==> config.mk <==
export PLATFORM = sky130hd
export DESIGN_NAME = lifo_stack_param
export DESIGN_NICKNAME = d
export VERILOG_FILES = /design/src/rtl/lifo_stack_pkg.sv /design/src/rtl/lifo_mod_ptr.sv /design/src/rtl/lifo_stack_param.sv
export SDC_FILE = /design/constraint.sdc
export NUM_CORES = 1
export LEC_CHECK = 0
export CORE_MARGIN = 10
export CORE_UTILIZATION = 40
export DETAILED_ROUTE_END_ITERATION = 10
export GPL_TIMING_DRIVEN = 0
export PLACE_DENSITY_LB_ADDON = 0.2
export SLEW_MARGIN = 5
export SYNTH_ARGS = -nofsm -noshare
export SYNTH_HDL_FRONTEND = slang
export SYNTH_HIERARCHICAL = 1
export SYNTH_SLANG_ARGS = --single-unit
==> constraint.sdc <==
create_clock -name CLK -period 5 [get_ports CLK]
set_clock_uncertainty 0.1 [all_clocks]
set_input_delay 1 -clock CLK [delete_from_list [all_inputs] [get_ports CLK]]
set_output_delay 1 -clock CLK [all_outputs]
set_load 0.005 [all_outputs]
==> src/rtl/lifo_stack_pkg.sv <==
// Shared command encoding for the parameterised LIFO stack.
package lifo_stack_pkg;

    typedef enum logic [1:0] {
        CMD_NOP  = 2'b00,
        CMD_PUSH = 2'b01,
        CMD_POP  = 2'b10,
        CMD_GET  = 2'b11
    } cmd_e;

endpackage

==> src/rtl/lifo_mod_ptr.sv <==
// Modulo-DEPTH pointer arithmetic: ptr_out = (ptr_in +/- offset) mod DEPTH.
// ptr_in must already be below DEPTH; offsets of DEPTH or more act as zero.
module lifo_mod_ptr #(
    parameter int DEPTH = 5,
    parameter int OW    = 1,
    parameter int PW    = $clog2(DEPTH)
) (
    input  logic [PW-1:0] ptr_in,
    input  logic [OW-1:0] offset,
    input  logic          sub,
    output logic [PW-1:0] ptr_out
);

    // One spare bit above the wider operand keeps ptr + DEPTH from overflowing.
    localparam int EW = ((PW > OW) ? PW : OW) + 1;

    logic [EW-1:0] base;
    logic [EW-1:0] off;
    logic [EW-1:0] res;

    always_comb begin
        base = EW'(ptr_in);
        off  = (EW'(offset) >= EW'(DEPTH)) ? '0 : EW'(offset);
        res  = '0;
        if (sub) begin
            if (off > base) begin
                res = base + EW'(DEPTH) - off;
            end else begin
                res = base - off;
            end
        end else begin
            res = base + off;
            if (res >= EW'(DEPTH)) begin
                res = res - EW'(DEPTH);
            end
        end
        ptr_out = res[PW-1:0];
    end

endmodule

==> src/rtl/lifo_stack_param.sv <==
// Circular-buffer LIFO with PUSH/POP/GET commands and a one-deep output register
// guarded by a valid/ready handshake.
module lifo_stack_param
    import lifo_stack_pkg::*;
#(
    parameter int WIDTH = 4,
    parameter int DEPTH = 5,
    parameter int WRAP  = 1,
    parameter int IW    = $clog2(DEPTH),
    parameter int CW    = $clog2(DEPTH + 1)
) (
    input  logic             CLK,
    input  logic             RESET,
    input  logic [1:0]       CMD,
    input  logic             CMD_VALID,
    output logic             CMD_READY,
    input  logic [WIDTH-1:0] DIN,
    input  logic [IW-1:0]    INDEX,
    output logic [WIDTH-1:0] DOUT,
    output logic             DOUT_VALID,
    input  logic             DOUT_READY,
    output logic [CW-1:0]    COUNT,
    output logic             FULL,
    output logic             EMPTY,
    output logic             ERR
);

    logic [WIDTH-1:0] mem [DEPTH];

    logic [IW-1:0]    top_q, top_d;
    logic [CW-1:0]    count_q, count_d;
    logic [WIDTH-1:0] dout_q, dout_d;
    logic             dout_valid_q, dout_valid_d;
    logic             err_q, err_d;
    logic             wr_en;
    logic             accept;
    logic             full, empty;
    logic [IW-1:0]    top_step;
    logic [IW-1:0]    get_addr;
    cmd_e             cmd;

    assign cmd       = cmd_e'(CMD);
    assign full      = (count_q == CW'(DEPTH));
    assign empty     = (count_q == '0);
    assign CMD_READY = !dout_valid_q || DOUT_READY;
    assign accept    = CMD_VALID && CMD_READY;

    // Neighbouring slot of the top: above it for PUSH, below it for POP.
    lifo_mod_ptr #(.DEPTH(DEPTH), .OW(1)) u_top_ptr (
        .ptr_in (top_q),
        .offset (1'b1),
        .sub    (cmd == CMD_POP),
        .ptr_out(top_step)
    );

    lifo_mod_ptr #(.DEPTH(DEPTH), .OW(IW)) u_get_ptr (
        .ptr_in (top_q),
        .offset (INDEX),
        .sub    (1'b1),
        .ptr_out(get_addr)
    );

    always_comb begin
        top_d        = top_q;
        count_d      = count_q;
        dout_d       = dout_q;
        dout_valid_d = dout_valid_q && !DOUT_READY;
        err_d        = 1'b0;
        wr_en        = 1'b0;
        if (accept) begin
            case (cmd)
                CMD_PUSH: begin
                    if (full && (WRAP == 0)) begin
                        err_d = 1'b1;
                    end else begin
                        // When full the slot above top is the oldest entry, so it is overwritten.
                        top_d = top_step;
                        wr_en = 1'b1;
                        if (!full) begin
                            count_d = count_q + CW'(1);
                        end
                    end
                end
                CMD_POP: begin
                    if (empty) begin
                        err_d = 1'b1;
                    end else begin
                        dout_d       = mem[top_q];
                        dout_valid_d = 1'b1;
                        top_d        = top_step;
                        count_d      = count_q - CW'(1);
                    end
                end
                CMD_GET: begin
                    if (CW'(INDEX) >= count_q) begin
                        err_d = 1'b1;
                    end else begin
                        dout_d       = mem[get_addr];
                        dout_valid_d = 1'b1;
                    end
                end
                default: ;
            endcase
        end
    end

    always_ff @(posedge CLK) begin
        if (RESET) begin
            top_q        <= '0;
            count_q      <= '0;
            dout_q       <= '0;
            dout_valid_q <= 1'b0;
            err_q        <= 1'b0;
        end else begin
            top_q        <= top_d;
            count_q      <= count_d;
            dout_q       <= dout_d;
            dout_valid_q <= dout_valid_d;
            err_q        <= err_d;
        end
    end

    always_ff @(posedge CLK) begin
        if (!RESET && wr_en) begin
            mem[top_step] <= DIN;
        end
    end

    assign DOUT       = dout_q;
    assign DOUT_VALID = dout_valid_q;
    assign COUNT      = count_q;
    assign FULL       = full;
    assign EMPTY      = empty;
    assign ERR        = err_q;

endmodule

==> impl_table.tex, run 1 <==
\begin{tabular}{lr}
\hline
Metric & Value \\
\hline
\multicolumn{2}{l}{\textbf{Cells and area}} \\
\quad Fin cells & 336 \\
\quad Area used by sequential logic in the layout & 901 sq um \\
\quad Fin nets & 299 \\
\quad Multi-input combinational cell area & 1400 sq um \\
\quad Fraction of final layout cells sized beyond drive strength 1 & 10.7\% \\
\quad Number of inserted filler cells in the final layout & 526 \\
\quad Area added between synthesis and finish & 20.4\% \\
\quad Final Core Density & 48.9\% \\
\quad Number of antenna diodes & 0 \\
\quad Area of all placed cells without fillers & 2860 sq um \\
\multicolumn{2}{l}{\textbf{Timing}} \\
\quad Minimum setup slack in the final design & 1010 ps \\
\quad Post-route setup TNS & 0 ps \\
\quad Tightest hold margin & 441 ps \\
\quad Transition at the pin with the smallest max-transition slack & 911 ps \\
\quad Final setup violation count & 0 \\
\quad RSZ-0062 raised after global routing & no \\
\quad Minimum period implied by the final worst setup slack & 3990 ps \\
\quad Worst max-slew margin expressed relative to the limit & 38.4\% \\
\quad Number of hold violations in the final report & 0 \\
\quad Top achievable clock speed & 251 MHz \\
\quad Ratio of final minimum period to clock period & 79.8\% \\
\quad Fin. max-slew vios & 0 \\
\multicolumn{2}{l}{\textbf{Clock network}} \\
\quad Buffers from clock root to sink, at most & 2 \\
\quad Hold\_buf cts & 0 \\
\quad Cell chosen for the clock root & clkbuf\_8 \\
\quad CTS H-Tree Depth & 2 \\
\quad Count of buffers added by post-CTS timing repair for setup & 0 \\
\quad Cts bufs inserted & 5 \\
\quad CTS-repair resized insts & 0 \\
\quad Clock edge transition at the registers on the reported setup and hold paths & 70 ps \\
\quad Clock tree from TritonCTS & built \\
\quad Clk\_lat worst skew & 300 ps \\
\quad Clock Sinks & 35 \\
\multicolumn{2}{l}{\textbf{Pwr}} \\
\quad Maximum vdd ir drop & 0.141 mV \\
\quad Power density over cell area & 253 nW/um\^{}2 \\
\quad Leakage power & 1.10 nW \\
\quad Total power of the final layout & 0.724 mW \\
\multicolumn{2}{l}{\textbf{Synthesis}} \\
\quad Sequential area share after synthesis & 37.9\% \\
\quad Number of synthesis warnings & 6 \\
\quad Syn\_area\_per\_cell & 10.8 sq um \\
\quad EDFF count, synth & 20 \\
\quad Area of the mapped netlist & 2380 sq um \\
\quad Number of distinct library cell variants in the gate-level netlist after synthesis & 51 \\
\quad Proportion of netlist area held by the largest area contributor & 25.2\% \\
\quad Count of state elements after synthesis & 35 \\
\quad Area leader, netlist & edfxtp\_1 \\
\quad Gate count of the mapped netlist & 220 \\
\quad Fraction of synthesis flops using an asynchronous set or reset pin & 0\% \\
\quad Primary FF master, synth & edfxtp\_1 \\
\quad Top cells by area, synth & edfxtp\_1 (25\%), dfxtp\_1 (13\%), ha\_1 (12\%) \\
\multicolumn{2}{l}{\textbf{Setup path}} \\
\quad Slowest Stage Delay on Critical Path & 580 ps \\
\quad Reg-to-reg critical path startpoint & top\_q[1]\$\_SDFFE\_PP0P\_ \\
\quad Critical path endpoint & DOUT[0]\$\_SDFFE\_PP0P\_ \\
\quad Cell count along the critical path & 11 \\
\quad Cell breakdown of the critical path & clkdlybuf4s50\_1 > nand2b\_1 > inv\_1 > ha\_1 > nand2b\_1 > a21oi\_2 > xnor2\_1 > a221oi\_2 > mux4\_2 > a22oi\_1 > a311oi\_1 \\
\quad Cell repeated most along the worst path & nand2b\_1 \\
\quad Buffering stage count on the worst path with inverters included & 2 \\
\quad Capture instance of the worst register-to-register path & mem[4][0]\$\_DFFE\_PP\_ \\
\quad Register-to-Register Path Depth & 8 \\
\quad Worst Setup SP & INDEX[2] \\
\quad Required arrival time at the worst endpoint & 5060 ps \\
\quad Maximum fanout encountered on the critical timing path & 4 \\
\quad CP Data Arrival Time & 4050 ps \\
\quad Critical-path top delay cell & mux4\_2 \\
\quad Family with the most delay on the worst path & compound AO/OA/AOI/OAI gates \\
\quad CP Launch Type & primary input \\
\quad Reg-to-reg slack, setup & 1470 ps \\
\quad WS Path Type & in2reg \\
\quad Kind of end point of the critical path & register \\
\multicolumn{2}{l}{\textbf{Floorplan}} \\
\quad Die Ht & 97.1 microns \\
\quad I/O pins & 25 \\
\quad Horizontal die dimension & 97.1 microns \\
\quad Core Box Area & 5850 sq um \\
\quad Starting Density & 40.7\% \\
\quad Site Rows & 28 \\
\quad Die outline area & 9430 sq um \\
\multicolumn{2}{l}{\textbf{Worst hold path}} \\
\quad Worst min-delay path class & reg2reg \\
\multicolumn{2}{l}{\textbf{Place}} \\
\quad Worst slack, placed & 691 ps \\
\quad Port bufs & 24 \\
\quad Dpl cell area & 2750 sq um \\
\quad Placed insts & 328 \\
\quad Final HPWL DP & 3.93 mm \\
\quad Global placer's final weighted congestion & 0.739 \\
\multicolumn{2}{l}{\textbf{GRT}} \\
\quad Remaining global-route overflow & 0 \\
\quad Vias in the first global route & 1833 \\
\quad Global-route wire length before repair & 8.51 mm \\
\quad Overall fraction of global-route tracks in use & 10.8\% \\
\quad Antenna violations before repair & 0 \\
\quad Maximum number of pins on one net before global-route repair & 15 \\
\multicolumn{2}{l}{\textbf{Routing}} \\
\quad Post-route DRC violation count & 0 \\
\quad Routed via count divided by cell count & 5.35 \\
\quad DR WL/cell & 14.7 microns \\
\quad Overall via count from detail\_route & 1798 \\
\quad Violation count after the first detailed-route iteration & 64 \\
\quad Drt first pass iters & 4 \\
\quad Antenna viol nets, final & 0 \\
\quad Post-Route WL & 4.94 mm \\
\multicolumn{2}{l}{\textbf{Run status}} \\
\quad Result of the run & finished clean \\
\multicolumn{2}{l}{\textbf{Job}} \\
\quad Max Cap Viol & 0 \\
\hline
\end{tabular}
==> Yosys cell counts (all sizes together) (3+ instances only) <==
cell and instances:
ha 23, a21o 3, a21oi 12, fa 3, o21a 3, dfxtp 15
inv 22, nor3b 5, xnor2 4, o31ai 3, mux4 8, nand2b 7
a22oi 5, nand2 9, nor2 9, edfxtp 20, o21ai 14, and3 3
a211oi 6, a311oi 6, nor4b 3, nand3 4
==> report_power, final <==
group / leakage, nW / switching [mW] / internal, mW
logic: 0.738 / 0.0722 / 0.0697
registers: 0.302 / 0.00704 / 0.310
clock network: 0.0587 / 0.114 / 0.151
==> worst min path at each step <==
| stage | startpoint | endpoint | cells past startpoint |
|---|---|---|---|
| after floorplan | COUNT[2]$_SDFFE_PP0P_ | COUNT[2]$_SDFFE_PP0P_ | 2 |
| after global routing | COUNT[2]$_SDFFE_PP0P_ | COUNT[2]$_SDFFE_PP0P_ | 2 |
| after CTS | COUNT[2]$_SDFFE_PP0P_ | COUNT[2]$_SDFFE_PP0P_ | 2 |
| after global placement | COUNT[2]$_SDFFE_PP0P_ | COUNT[2]$_SDFFE_PP0P_ | 2 |
| final | COUNT[2]$_SDFFE_PP0P_ | COUNT[2]$_SDFFE_PP0P_ | 2 |
| after detailed placement | COUNT[2]$_SDFFE_PP0P_ | COUNT[2]$_SDFFE_PP0P_ | 2 |
==> state kept, by name, summed over array words and instances (netlist names), named ones only <==
register,count
DOUT_VALID,1
mem,20
top_q,3
ERR,1
COUNT,3
DOUT,4
==> layout by cell type (no fill, tap or decap), drive strengths merged, types with 3 or more instances in the layout <==
master | Yosys | layout
clkdlybuf4s50 | 0 | 24
ha | 23 | 23
inv | 22 | 23
edfxtp | 20 | 20
dfxtp | 15 | 15
o21ai | 14 | 14
a21oi | 12 | 12
conb | 1 | 10
nor2 | 9 | 9
nand2 | 9 | 9
mux4 | 8 | 8
nand2b | 7 | 7
a211oi | 6 | 6
a311oi | 6 | 6
clkbuf | 1 | 6
nor3b | 5 | 5
a22oi | 5 | 5
nand3 | 4 | 4
xnor2 | 4 | 4
nor4b | 3 | 3
and3 | 3 | 3
a21o | 3 | 3
o21a | 3 | 3
o31ai | 3 | 3
fa | 3 | 3
==> layout make-up <==
| class | instances | area share, % |
|---|---|---|
| Multi-Input combinational cell | 169 | 49.0 |
| Sequential cell | 35 | 31.5 |
| Timing Repair Buffer | 24 | 8.39 |
| Tap cell | 75 | 3.28 |
| Inverter | 22 | 2.88 |
| Clock buffer | 5 | 2.40 |
| Clock inverter | 3 | 1.66 |
| Buffer | 3 | 0.918 |
==> worst register-to-register path: cells and delay by family (launching register included) <==
| family | cells | cell delay [ps] |
|---|---|---|
| simple gates | 4 | 1610 |
| flops | 1 | 680 |
| fa+ha+maj | 2 | 550 |
| compound gates | 1 | 130 |
| buf+inv | 1 | 90 |
==> kinds of logic (layout without fill, tap and decap cells) <==
| logic type | count (synthesis) | in the layout | synth area share, % |
|---|---|---|---|
| buffers and inverters | 25 | 57 | 4.58 |
| adders and majority gates | 26 | 26 | 14.6 |
| other | 1 | 10 | 0.158 |
| DFF | 35 | 35 | 37.9 |
| muxes | 11 | 11 | 8.89 |
| AOI/OAI and AO/OA | 59 | 59 | 17.1 |
| xor gates and xnor gates | 5 | 5 | 1.84 |
| and+or+nand+nor | 58 | 58 | 14.9 |
==> metal layers <==
metal  vias to the layer above  part of all wire (%)  track usage [%]
met2                        36                    45             17.0
li1                        901                     -                -
met4                         0                   1.4             3.97
met3                         9                   5.0             3.49
met1                       852                    48             13.3
met5                         -                     0                0
No activity file was read; power rests on OpenSTA's default activity.
==> run 2: changes to the inputs <==
==> constraint.sdc (replaced) <==
create_clock -name CLK -period 4 [get_ports CLK]
set_clock_uncertainty 0.1 [all_clocks]
set_input_delay 0.8 -clock CLK [delete_from_list [all_inputs] [get_ports CLK]]
set_output_delay 0.8 -clock CLK [all_outputs]
set_load 0.005 [all_outputs]
==> run 2 against run 1 <==
Net effect: combinational power up 27%; routed wire length is 0.10% higher; die area unchanged; critical path type unchanged; critical endpoint unchanged; largest cell class unchanged.
==> impl_table.tex, run 2 (synthesized netlist as in run 1, its figures left out) <==
\begin{tabular}{lr}
\hline
Metric & Value \\
\hline
\multicolumn{2}{l}{\textbf{Run status}} \\
\quad Result of the run & finished clean \\
\multicolumn{2}{l}{\textbf{Setup path}} \\
\quad Critical-path top delay cell & mux4\_2 \\
\quad Critical path endpoint & DOUT[0]\$\_SDFFE\_PP0P\_ \\
\quad Register-to-Register Path Depth & 8 \\
\quad Cell repeated most along the worst path & nand2b\_1 \\
\quad Slowest Stage Delay on Critical Path & 560 ps \\
\quad Required arrival time at the worst endpoint & 4060 ps \\
\quad Reg-to-reg slack, setup & 470 ps \\
\quad Worst Setup SP & INDEX[2] \\
\quad Maximum fanout encountered on the critical timing path & 4 \\
\quad Reg-to-reg critical path startpoint & top\_q[1]\$\_SDFFE\_PP0P\_ \\
\quad CP Launch Type & primary input \\
\quad Capture instance of the worst register-to-register path & mem[4][0]\$\_DFFE\_PP\_ \\
\quad CP Data Arrival Time & 3740 ps \\
\quad Kind of end point of the critical path & register \\
\quad Cell breakdown of the critical path & clkdlybuf4s50\_1 > nand2b\_1 > inv\_1 > ha\_1 > nand2b\_1 > a21oi\_2 > xnor2\_1 > a221oi\_4 > mux4\_2 > a22oi\_1 > a311oi\_1 \\
\quad WS Path Type & in2reg \\
\multicolumn{2}{l}{\textbf{Place}} \\
\quad Final HPWL DP & 3.93 mm \\
\quad Global placer's final weighted congestion & 0.739 \\
\quad Port bufs & 24 \\
\quad Placed insts & 328 \\
\quad Worst slack, placed & -109 ps \\
\multicolumn{2}{l}{\textbf{Pwr}} \\
\quad Combinational cell fraction of total power & 19.9\% \\
\quad Sequential group share of total power & 43.7\% \\
\quad Switching power of the nets & 0.243 mW \\
\quad Leakage power & 1.10 nW \\
\quad Cell-internal power & 0.666 mW \\
\quad Fraction of power spent switching nets & 26.7\% \\
\quad Power density over cell area & 316 nW/um\^{}2 \\
\quad Total power of the final layout & 0.908 mW \\
\quad Clk pwr share & 36.4\% \\
\quad Maximum vdd ir drop & 0.177 mV \\
\multicolumn{2}{l}{\textbf{Timing}} \\
\quad Fin. max-slew vios & 0 \\
\quad Worst max-slew margin expressed relative to the limit & 38.4\% \\
\quad Final setup violation count & 0 \\
\quad Top achievable clock speed & 272 MHz \\
\quad Minimum period implied by the final worst setup slack & 3680 ps \\
\quad Ratio of final minimum period to clock period & 91.9\% \\
\quad Tightest hold margin & 441 ps \\
\quad Transition at the pin with the smallest max-transition slack & 911 ps \\
\quad Number of hold violations in the final report & 0 \\
\quad Minimum setup slack in the final design & 324 ps \\
\quad RSZ-0062 raised after global routing & no \\
\multicolumn{2}{l}{\textbf{Cells and area}} \\
\quad Fraction of final layout cells sized beyond drive strength 1 & 10.7\% \\
\quad Area added between synthesis and finish & 20.8\% \\
\quad Flip-flop count of the largest register, all copies and words added & 20 \\
\quad Most common cell after layout, fill and taps aside & clkdlybuf4s50\_1 \\
\quad Commonest cells after routing, fill and taps aside & clkdlybuf4s50\_1 (24), ha\_1 (23), inv\_1 (21) \\
\quad Fin cells & 336 \\
\quad Top reg by flops & mem \\
\quad Number of antenna diodes & 0 \\
\quad Fin nets & 299 \\
\multicolumn{2}{l}{\textbf{Routing}} \\
\quad Antenna viol nets, final & 0 \\
\quad Post-route DRC violation count & 0 \\
\quad DR WL/cell & 14.7 microns \\
\quad Overall via count from detail\_route & 1800 \\
\quad Post-Route WL & 4.95 mm \\
\quad Violation count after the first detailed-route iteration & 66 \\
\quad Routed via count divided by cell count & 5.36 \\
\quad Drt first pass iters & 4 \\
\multicolumn{2}{l}{\textbf{Floorplan}} \\
\quad Die Ht & 97.1 microns \\
\quad I/O pins & 25 \\
\quad Core Box Area & 5850 sq um \\
\quad Horizontal die dimension & 97.1 microns \\
\quad Site Rows & 28 \\
\quad Die outline area & 9430 sq um \\
\quad Starting Density & 40.7\% \\
\multicolumn{2}{l}{\textbf{GRT}} \\
\quad Vias in the first global route & 1833 \\
\quad Global-route wire length before repair & 8.51 mm \\
\quad Antenna violations before repair & 0 \\
\quad Overall fraction of global-route tracks in use & 10.8\% \\
\quad Maximum number of pins on one net before global-route repair & 15 \\
\quad Remaining global-route overflow & 0 \\
\multicolumn{2}{l}{\textbf{Clock network}} \\
\quad Clock tree from TritonCTS & built \\
\quad Count of buffers added by post-CTS timing repair for setup & 0 \\
\quad Hold\_buf cts & 0 \\
\quad Clk\_lat worst skew & 300 ps \\
\quad Clock edge transition at the registers on the reported setup and hold paths & 70 ps \\
\quad CTS H-Tree Depth & 2 \\
\quad Cts bufs inserted & 5 \\
\quad Buffers from clock root to sink, at most & 2 \\
\quad CTS-repair resized insts & 0 \\
\quad Clock Sinks & 35 \\
\quad Cell chosen for the clock root & clkbuf\_8 \\
\multicolumn{2}{l}{\textbf{Job}} \\
\quad Max Cap Viol & 0 \\
\multicolumn{2}{l}{\textbf{Worst hold path}} \\
\quad Worst min-delay path class & reg2reg \\
\hline
\end{tabular}
-- run 2: layout make-up --
| class | count | area (sq um) |
|---|---|---|
| Fill cell | 526 | 2980 |
| Multi-Input combinational cell | 169 | 1410 |
| Sequential cell | 35 | 901 |
| Timing Repair Buffer | 24 | 240 |
| Tap cell | 75 | 93.8 |
| Inverter | 22 | 82.6 |
| Clock buffer | 5 | 68.8 |
| Clock inverter | 3 | 47.5 |
| Buffer | 3 | 26.3 |
-- run 2: how the worst min path moves through the flow --
| stage | startpoint | slack, ps | to | depth (start not counted) |
|---|---|---|---|---|
| finish | COUNT[2]$_SDFFE_PP0P_ | 440 | COUNT[2]$_SDFFE_PP0P_ | 2 |
| global route | COUNT[2]$_SDFFE_PP0P_ | 470 | COUNT[2]$_SDFFE_PP0P_ | 2 |
| CTS | COUNT[2]$_SDFFE_PP0P_ | 440 | COUNT[2]$_SDFFE_PP0P_ | 2 |
| detailed placement | COUNT[2]$_SDFFE_PP0P_ | 430 | COUNT[2]$_SDFFE_PP0P_ | 2 |
| global placement | COUNT[2]$_SDFFE_PP0P_ | 420 | COUNT[2]$_SDFFE_PP0P_ | 2 |
| floorplan | COUNT[2]$_SDFFE_PP0P_ | 410 | COUNT[2]$_SDFFE_PP0P_ | 2 |
-- run 2: through the flow --
| stage | util [%] | area, sq um | TNS (ps) |
|---|---|---|---|
| finish | 49.1 | 2870 | 0 |
| global route | 49.1 | 2870 | 0 |
| CTS | 48.9 | 2860 | 0 |
| detailed placement | 46.9 | 2750 | -408 |
| global placement | 46.9 | 2750 | -482 |
| floorplan | - | 2410 | 0 |
-- run 2: per-layer routing --
layer / share of wire [%] / global-route usage [%]
met1: 48 / 13.3
met2: 46 / 17.0
met3: 5.0 / 3.49
met4: 1.4 / 3.97
met5: 0 / 0
-- run 2: critical path: cells and delay by family --
kind                       cells  cell delay [ps]
AOI/OAI and AO/OA              4              960
buffers and inverters          2              630
muxes                          1              560
adders and majority gates      1              340
and+or+nand+nor                2              300
xor gates and xnor gates       1              130
-- run 2: power by group through the flow --
| stage | clock (mW) | combinational [mW] | sequential [mW] |
|---|---|---|---|
| 5_1_grt | 0.356 | 0.204 | 0.398 |
| 4_1_cts | 0.335 | 0.179 | 0.397 |
| 2_1_floorplan | 0 | 0.121 | 0.403 |
| 6_report | 0.331 | 0.181 | 0.397 |
| 3_5_place_dp | 0 | 0.177 | 0.405 |
| 3_3_place_gp | 0 | 0.175 | 0.405 |
